File: src/rtl/mem_master_pkg.sv
// Shared types and defaults for the banked-memory initiator.
// Holds the FSM state encoding and default bus widths.
package mem_master_pkg;

  localparam int DEF_ADDR_W = 8;
  localparam int DEF_DATA_W = 32;
  localparam int DEF_LEN_W  = 6;
  localparam int MAX_RD_LAT = 4;

  typedef enum logic [2:0] {
    IDLE  = 3'd0,
    WRITE = 3'd1,
    READ  = 3'd2,
    DRAIN = 3'd3,
    DONE  = 3'd4
  } state_t;

endpackage

File: src/rtl/mem_master_rd_valid_pipe.sv
// Shift register of read-valid tokens, one stage per cycle of read latency.
// Ports: clk, clear (sync), tok_in; tok_out = oldest stage, empty = no tokens.
module rd_valid_pipe #(
  parameter int DEPTH = 1
) (
  input  logic clk,
  input  logic clear,
  input  logic tok_in,
  output logic tok_out,
  output logic empty
);

  logic [DEPTH-1:0] sr;

  always_ff @(posedge clk) begin
    if (clear) begin
      sr <= '0;
    end else begin
      sr[0] <= tok_in;
      for (int i = 1; i < DEPTH; i++) begin
        sr[i] <= sr[i-1];
      end
    end
  end

  assign tok_out = sr[DEPTH-1];
  assign empty   = ~|sr;

endmodule

File: src/rtl/mem_master.sv
// Burst initiator for the 256x32 banked memory.
// Ports: host req_*/wdata_*/rdata_*/done side; mem_addr/mem_write/mem_wdata/mem_rdata to memory.
module mem_master
  import mem_master_pkg::*;
#(
  parameter int ADDR_W = DEF_ADDR_W,
  parameter int DATA_W = DEF_DATA_W,
  parameter int LEN_W  = DEF_LEN_W,
  parameter int RD_LAT = 1
) (
  input  logic              clk,
  input  logic              reset,
  input  logic              req_valid,
  output logic              req_ready,
  input  logic              req_write,
  input  logic [ADDR_W-1:0] req_addr,
  input  logic [LEN_W-1:0]  req_len,
  input  logic              wdata_valid,
  input  logic [DATA_W-1:0] wdata,
  output logic              wdata_ready,
  output logic              rdata_valid,
  output logic [DATA_W-1:0] rdata,
  output logic              done,
  output logic [ADDR_W-1:0] mem_addr,
  output logic              mem_write,
  output logic [DATA_W-1:0] mem_wdata,
  input  logic [DATA_W-1:0] mem_rdata
);

  localparam int PIPE_D =
    (RD_LAT < 1) ? 1 :
    (RD_LAT > MAX_RD_LAT) ? MAX_RD_LAT : RD_LAT;
  localparam logic [ADDR_W-1:0] ONE_A = 1;
  localparam logic [LEN_W-1:0]  ONE_L = 1;

  state_t state, state_nxt;

  logic [ADDR_W-1:0] addr;
  logic [LEN_W-1:0]  len;
  logic [LEN_W-1:0]  cnt;
  logic [DATA_W-1:0] wdata_q;
  logic              consume;
  logic              issue;
  logic              last;
  logic              tok_out;
  logic              pipe_empty;

  assign consume = (state == WRITE) && wdata_valid;
  assign issue   = (state == READ);
  assign last    = (cnt == len);

  always_ff @(posedge clk) begin
    if (reset) begin
      state <= IDLE;
    end else begin
      state <= state_nxt;
    end
  end

  always_comb begin
    state_nxt = state;
    unique case (state)
      IDLE:    if (req_valid) state_nxt = req_write ? WRITE : READ;
      WRITE:   if (consume && last) state_nxt = DONE;
      READ:    if (last) state_nxt = DRAIN;
      DRAIN:   if (pipe_empty) state_nxt = DONE;
      DONE:    state_nxt = IDLE;
      default: state_nxt = IDLE;
    endcase
  end

  always_comb begin
    req_ready   = 1'b0;
    wdata_ready = 1'b0;
    mem_write   = 1'b0;
    done        = 1'b0;
    unique case (state)
      IDLE:  req_ready = 1'b1;
      WRITE: begin
        wdata_ready = 1'b1;
        mem_write   = wdata_valid;
      end
      DONE:  done = 1'b1;
      default: ;
    endcase
  end

  // addr doubles as the memory address: loaded on accept so the
  // first read issue sees it in the very next cycle.
  always_ff @(posedge clk) begin
    if (reset) begin
      addr        <= '0;
      len         <= '0;
      cnt         <= '0;
      wdata_q     <= '0;
      rdata       <= '0;
      rdata_valid <= 1'b0;
    end else begin
      rdata_valid <= tok_out;
      if (tok_out) rdata <= mem_rdata;
      if (state == IDLE && req_valid) begin
        addr <= req_addr;
        len  <= req_len;
        cnt  <= '0;
      end else if (consume || issue) begin
        addr <= addr + ONE_A;
        cnt  <= cnt + ONE_L;
      end
      if (consume) wdata_q <= wdata;
    end
  end

  assign mem_addr = addr;
  // Live beat goes straight to memory; otherwise hold the last one.
  assign mem_wdata = consume ? wdata : wdata_q;

  rd_valid_pipe #(
    .DEPTH(PIPE_D)
  ) u_pipe (
    .clk    (clk),
    .clear  (reset),
    .tok_in (issue),
    .tok_out(tok_out),
    .empty  (pipe_empty)
  );

endmodule
File: config.mk
export PLATFORM = sky130hd
export DESIGN_NAME = mem_master
export DESIGN_NICKNAME = d
export VERILOG_FILES = /design/src/rtl/mem_master_pkg.sv /design/src/rtl/mem_master_rd_valid_pipe.sv /design/src/rtl/mem_master.sv
export SDC_FILE = /design/constraint.sdc
export NUM_CORES = 1
export LEC_CHECK = 0
export ABC_AREA = 1
export ABC_CLOCK_PERIOD_IN_PS = 3700
export CORE_UTILIZATION = 46
export DETAILED_ROUTE_END_ITERATION = 8
export PLACE_DENSITY = 0.84
export SETUP_SLACK_MARGIN = 0.15
export SYNTH_ARGS = -nofsm -noshare
export SYNTH_HDL_FRONTEND = slang
export SYNTH_SLANG_ARGS = --single-unit
File: constraint.sdc
create_clock -name clk -period 3.7 [get_ports clk]
set_input_delay 0.925 -clock clk [delete_from_list [all_inputs] [get_ports clk]]
set_output_delay 0.925 -clock clk [all_outputs]
set_load 0.005 [all_outputs]
==> metrics.log, run 1 <==
[metrics] gate count of the mapped netlist: 503
[metrics] total routing resource utilization after global routing: 0.230
[metrics] number of hold buffers added after CTS: 0
[metrics] share of cells above drive strength 1: 0.0807
[metrics] sort of element at the start of the critical path: primary input
[metrics] cell area after layout: 5650 µm²
[metrics] number of storage elements in the synthesis netlist: 89
[metrics] total number of vias: 3,699
[metrics] full die area: 8630 µm²
[metrics] clock insertion delay at the later pin of the skew report: 0.34 ns
[metrics] maximum fanout along the worst path: 33
[metrics] area after detailed placement: 5430 µm²
[metrics] number of non-filler instances in the completed layout: 759
[metrics] setup violators final: 0
[metrics] diodes inserted: 0
[metrics] Crit Reg-Reg Endpoint: rdata[9]
[metrics] area growth from synthesis to layout: 48.6%
[metrics] max-capacitance violation count: 0
[metrics] total congestion overflow: 0
[metrics] Crit. End Element: output port
[metrics] Die Width: 92.9 µm
[metrics] startpoint of the most critical setup path: wdata_valid
[metrics] worst reg2reg startpoint: u_pipe.tok_out
[metrics] clk sink count: 89
[metrics] pin count of the biggest net entering global routing: 38
[metrics] Clock Path Buffers: 2
[metrics] 1st-iter DRT viols: 95
[metrics] Remaining DRCs: 0
[metrics] endpoint of the most critical setup path: mem_wdata[7]
[metrics] Placeable Area: 7850 µm²
[metrics] classification of the worst setup path: in2out
[metrics] Layout fillers: 653
[metrics] global-route track usage on met2: 0.389
[metrics] cells on worst reg2reg path: 3
[metrics] total wire length: 9.81 mm
[metrics] highest attainable clock frequency: 286 MHz
[metrics] Max Transition Viols Final: 0
[metrics] run status: finished clean
[metrics] Tightest Hold Check Type: reg2reg
[metrics] global routing usage on met1: 0.273
[metrics] Buffers on Ports: 159
[metrics] number of nets in the synthesized netlist: 588
[metrics] number of antenna violations at the first check in global routing: 0
[metrics] count of buffers added by post-CTS timing repair for setup: 0
[metrics] Syn Std Cell Area: 3800 µm²
[metrics] share of the yosys chip area belonging to registers: 0.469
[metrics] critical path data required time: 2.77 ns
[metrics] number of buffers created by CTS: 9
[metrics] Final Skew: 0.0106 ns
[metrics] data arrival time of the worst path: 2.58 ns
[metrics] Vert. Die Dim: 92.9 µm
[metrics] CTS tree: yes
[metrics] detailed placement HPWL: 7.16 mm
[metrics] final period demand of the worst path: 3.50 ns
[metrics] initial cell density of the core: 0.484
[metrics] power density cells: 653 nW/µm²
[metrics] RSZ-0062 raised after global routing: yes
[metrics] Hold Fails Final Rpt: 0
[metrics] IR Drop Worst-Case VDD: 285 µV
[metrics] Yosys cell types: 33
[metrics] iteration count of the initial detailed-routing pass: 4
[metrics] clock-pin slew on the worst setup and hold paths: 0.09 ns
[metrics] Static Leakage: 2.57 nW
[metrics] final design utilization: 0.719
[metrics] H-Tree Level Count: 3
[metrics] count of nets after finishing: 737
[metrics] Final Cycle Share: 0.946
[metrics] cell at the root of the clock tree: sky130_fd_sc_hd__clkbuf_8
[metrics] setup TNS: 0 ns
[metrics] met3 demand-to-capacity share in global routing: 0.0739
[metrics] pin slew with the least headroom to its limit: 1.00 ns
[metrics] ports placed on the boundary: 160
[metrics] Worst R2R Setup Slack: 1.51 ns
[metrics] Routed Antenna Nets: 0
[metrics] Placed Instances: 743
[metrics] average wire length per cell after detail routing: 12.9 µm
[metrics] number of global-route vias before repair: 3,565
[metrics] per-cell via count in the routed design: 4.87
[metrics] wire length of the first global-routing pass: 16.0 mm
[metrics] most crowded layer after global routing: met2
[metrics] tightest slew margin relative to the limit: 0.331
[metrics] total power draw: 3.69 mW
[metrics] Row Count: 32
[metrics] warnings from Yosys: 0
[metrics] RD Place Congestion: 0.825
[metrics] Avg Inst Size Synth: 7.55 µm²
[cells by family (layout without fill, tap and decap cells)]
logic type,count (synthesis),count (layout),synth area share
simple gates,225,225,0.266
compound gates,99,99,0.155
flops,89,89,0.469
buf+inv,84,238,0.0932
xor+xnor,4,4,0.00922
fa+ha+maj,2,2,0.00659
[how the worst min path moves through the flow]
stage	endpoint	depth (start not counted)	start	slack [ns]
finish	len[3]	2	len[3]	0.47
floorplan	len[0]	2	len[0]	0.44
global route	len[0]	2	len[0]	0.50
global placement	len[0]	2	len[0]	0.46
detailed placement	len[0]	2	len[0]	0.46
CTS	len[0]	2	len[0]	0.48
[synth_stat cells]
master,n,area share
sky130_fd_sc_hd__o2111ai_1,1,0.0023
sky130_fd_sc_hd__buf_6,4,0.012
sky130_fd_sc_hd__a211oi_1,1,0.0020
sky130_fd_sc_hd__nor3b_2,1,0.0033
sky130_fd_sc_hd__o21ai_2,21,0.048
sky130_fd_sc_hd__nand3_4,1,0.0046
sky130_fd_sc_hd__nand2_1,52,0.051
sky130_fd_sc_hd__nor3_1,3,0.0040
sky130_fd_sc_hd__clkbuf_1,11,0.011
sky130_fd_sc_hd__nor2_4,2,0.0059
sky130_fd_sc_hd__buf_1,4,0.0040
sky130_fd_sc_hd__nor2_1,117,0.12
sky130_fd_sc_hd__nand4_1,1,0.0016
sky130_fd_sc_hd__o31ai_1,1,0.0020
sky130_fd_sc_hd__xor2_1,4,0.0092
sky130_fd_sc_hd__a31oi_1,6,0.0099
sky130_fd_sc_hd__nand2_4,3,0.0089
sky130_fd_sc_hd__clkbuf_2,1,0.0013
sky130_fd_sc_hd__nor2_2,1,0.0016
sky130_fd_sc_hd__dfxtp_1,89,0.47
sky130_fd_sc_hd__inv_1,56,0.055
sky130_fd_sc_hd__nand3_1,10,0.013
sky130_fd_sc_hd__inv_4,1,0.0016
sky130_fd_sc_hd__a21oi_1,12,0.016
sky130_fd_sc_hd__or2_1,25,0.041
sky130_fd_sc_hd__nor3b_1,1,0.0020
sky130_fd_sc_hd__or2_2,3,0.0049
sky130_fd_sc_hd__inv_2,3,0.0030
sky130_fd_sc_hd__or2_0,5,0.0082
sky130_fd_sc_hd__ha_1,2,0.0066
sky130_fd_sc_hd__o21ai_0,54,0.071
sky130_fd_sc_hd__o21ai_1,3,0.0040
sky130_fd_sc_hd__buf_2,4,0.0053
[placed cells by master (no fill, tap or decap), types with 2 or more instances in the layout]
cell / Yosys / layout
sky130_fd_sc_hd__clkdlybuf4s50_1: 0 / 159
sky130_fd_sc_hd__nor2_1: 117 / 117
sky130_fd_sc_hd__dfxtp_1: 89 / 89
sky130_fd_sc_hd__inv_1: 56 / 56
sky130_fd_sc_hd__o21ai_0: 54 / 53
sky130_fd_sc_hd__nand2_1: 52 / 52
sky130_fd_sc_hd__or2_1: 25 / 25
sky130_fd_sc_hd__o21ai_2: 21 / 21
sky130_fd_sc_hd__a21oi_1: 12 / 12
sky130_fd_sc_hd__nand3_1: 10 / 10
sky130_fd_sc_hd__clkbuf_8: 0 / 9
sky130_fd_sc_hd__a31oi_1: 6 / 6
sky130_fd_sc_hd__or2_0: 5 / 5
sky130_fd_sc_hd__o21ai_1: 3 / 4
sky130_fd_sc_hd__xor2_1: 4 / 4
sky130_fd_sc_hd__or2_2: 3 / 3
sky130_fd_sc_hd__nand2_4: 3 / 3
sky130_fd_sc_hd__nor3_1: 3 / 3
sky130_fd_sc_hd__nor2_4: 2 / 2
sky130_fd_sc_hd__inv_2: 3 / 2
sky130_fd_sc_hd__ha_1: 2 / 2
sky130_fd_sc_hd__clkinvlp_4: 0 / 2
sky130_fd_sc_hd__bufinv_16: 0 / 2
sky130_fd_sc_hd__clkbuf_1: 11 / 2
sky130_fd_sc_hd__buf_4: 0 / 2
[stage by stage]
step / hold WS, ns / worst slack (ns)
after floorplan: 0.444 / 1.21
after global placement: 0.456 / 0.0779
after detailed placement: 0.462 / 0.0145
after CTS: 0.475 / 0.178
after global routing: 0.502 / 0.0857
final: 0.475 / 0.199
[critical path: stages]
cell and delay (ns):
sky130_fd_sc_hd__clkdlybuf4s50_1 0.53, sky130_fd_sc_hd__nand3_4 0.13, sky130_fd_sc_hd__buf_12 0.21, sky130_fd_sc_hd__o21ai_0 0.23, sky130_fd_sc_hd__inv_1 0.08, sky130_fd_sc_hd__clkdlybuf4s50_1 0.47
[layer usage]
layer	part of all wire	wire (µm)
met4	0.013	125
met2	0.48	4710
met5	0	0
met1	0.42	4120
met3	0.087	855
[registers in the layout, summed over array words and instances, names as in the netlist]
signal,cells
cnt,6
rdata,32
len,6
mem_addr,8
rdata_valid,1
u_pipe.tok_out,1
wdata_q,32
state,3
[layout make-up]
class,count,area (µm²),share of cell area
sequential,89,1780,0.316
multi-input combinational,330,1660,0.295
timing repair buffer,162,1630,0.288
inverter,60,235,0.0417
clock buffer,11,131,0.0233
tap,102,128,0.0226
clock inverter,5,80.1,0.0142
[what timing repair did]
item                       in CTS  in global routing
gates resized for setup         2                  2
setup endpoints to repair      32                 17
hold endpoints to repair        0                  0
[where the power goes]
| part | switching, mW | total (mW) | leakage (nW) | internal, mW |
|---|---|---|---|---|
| Clock | 0.325 | 0.705 | 0.0995 | 0.380 |
| Combinational | 0.783 | 1.65 | 1.74 | 0.870 |
| Sequential | 0.146 | 1.33 | 0.727 | 1.18 |
No activity file was read; power rests on OpenSTA's default activity.
==> inputs of run 2 (changes only) <==
Settings changed: GPL_ROUTABILITY_DRIVEN from default to 1.
==> results of run 2 <==
Same layout as run 1: the final DEF is identical, and so are final timing and power.
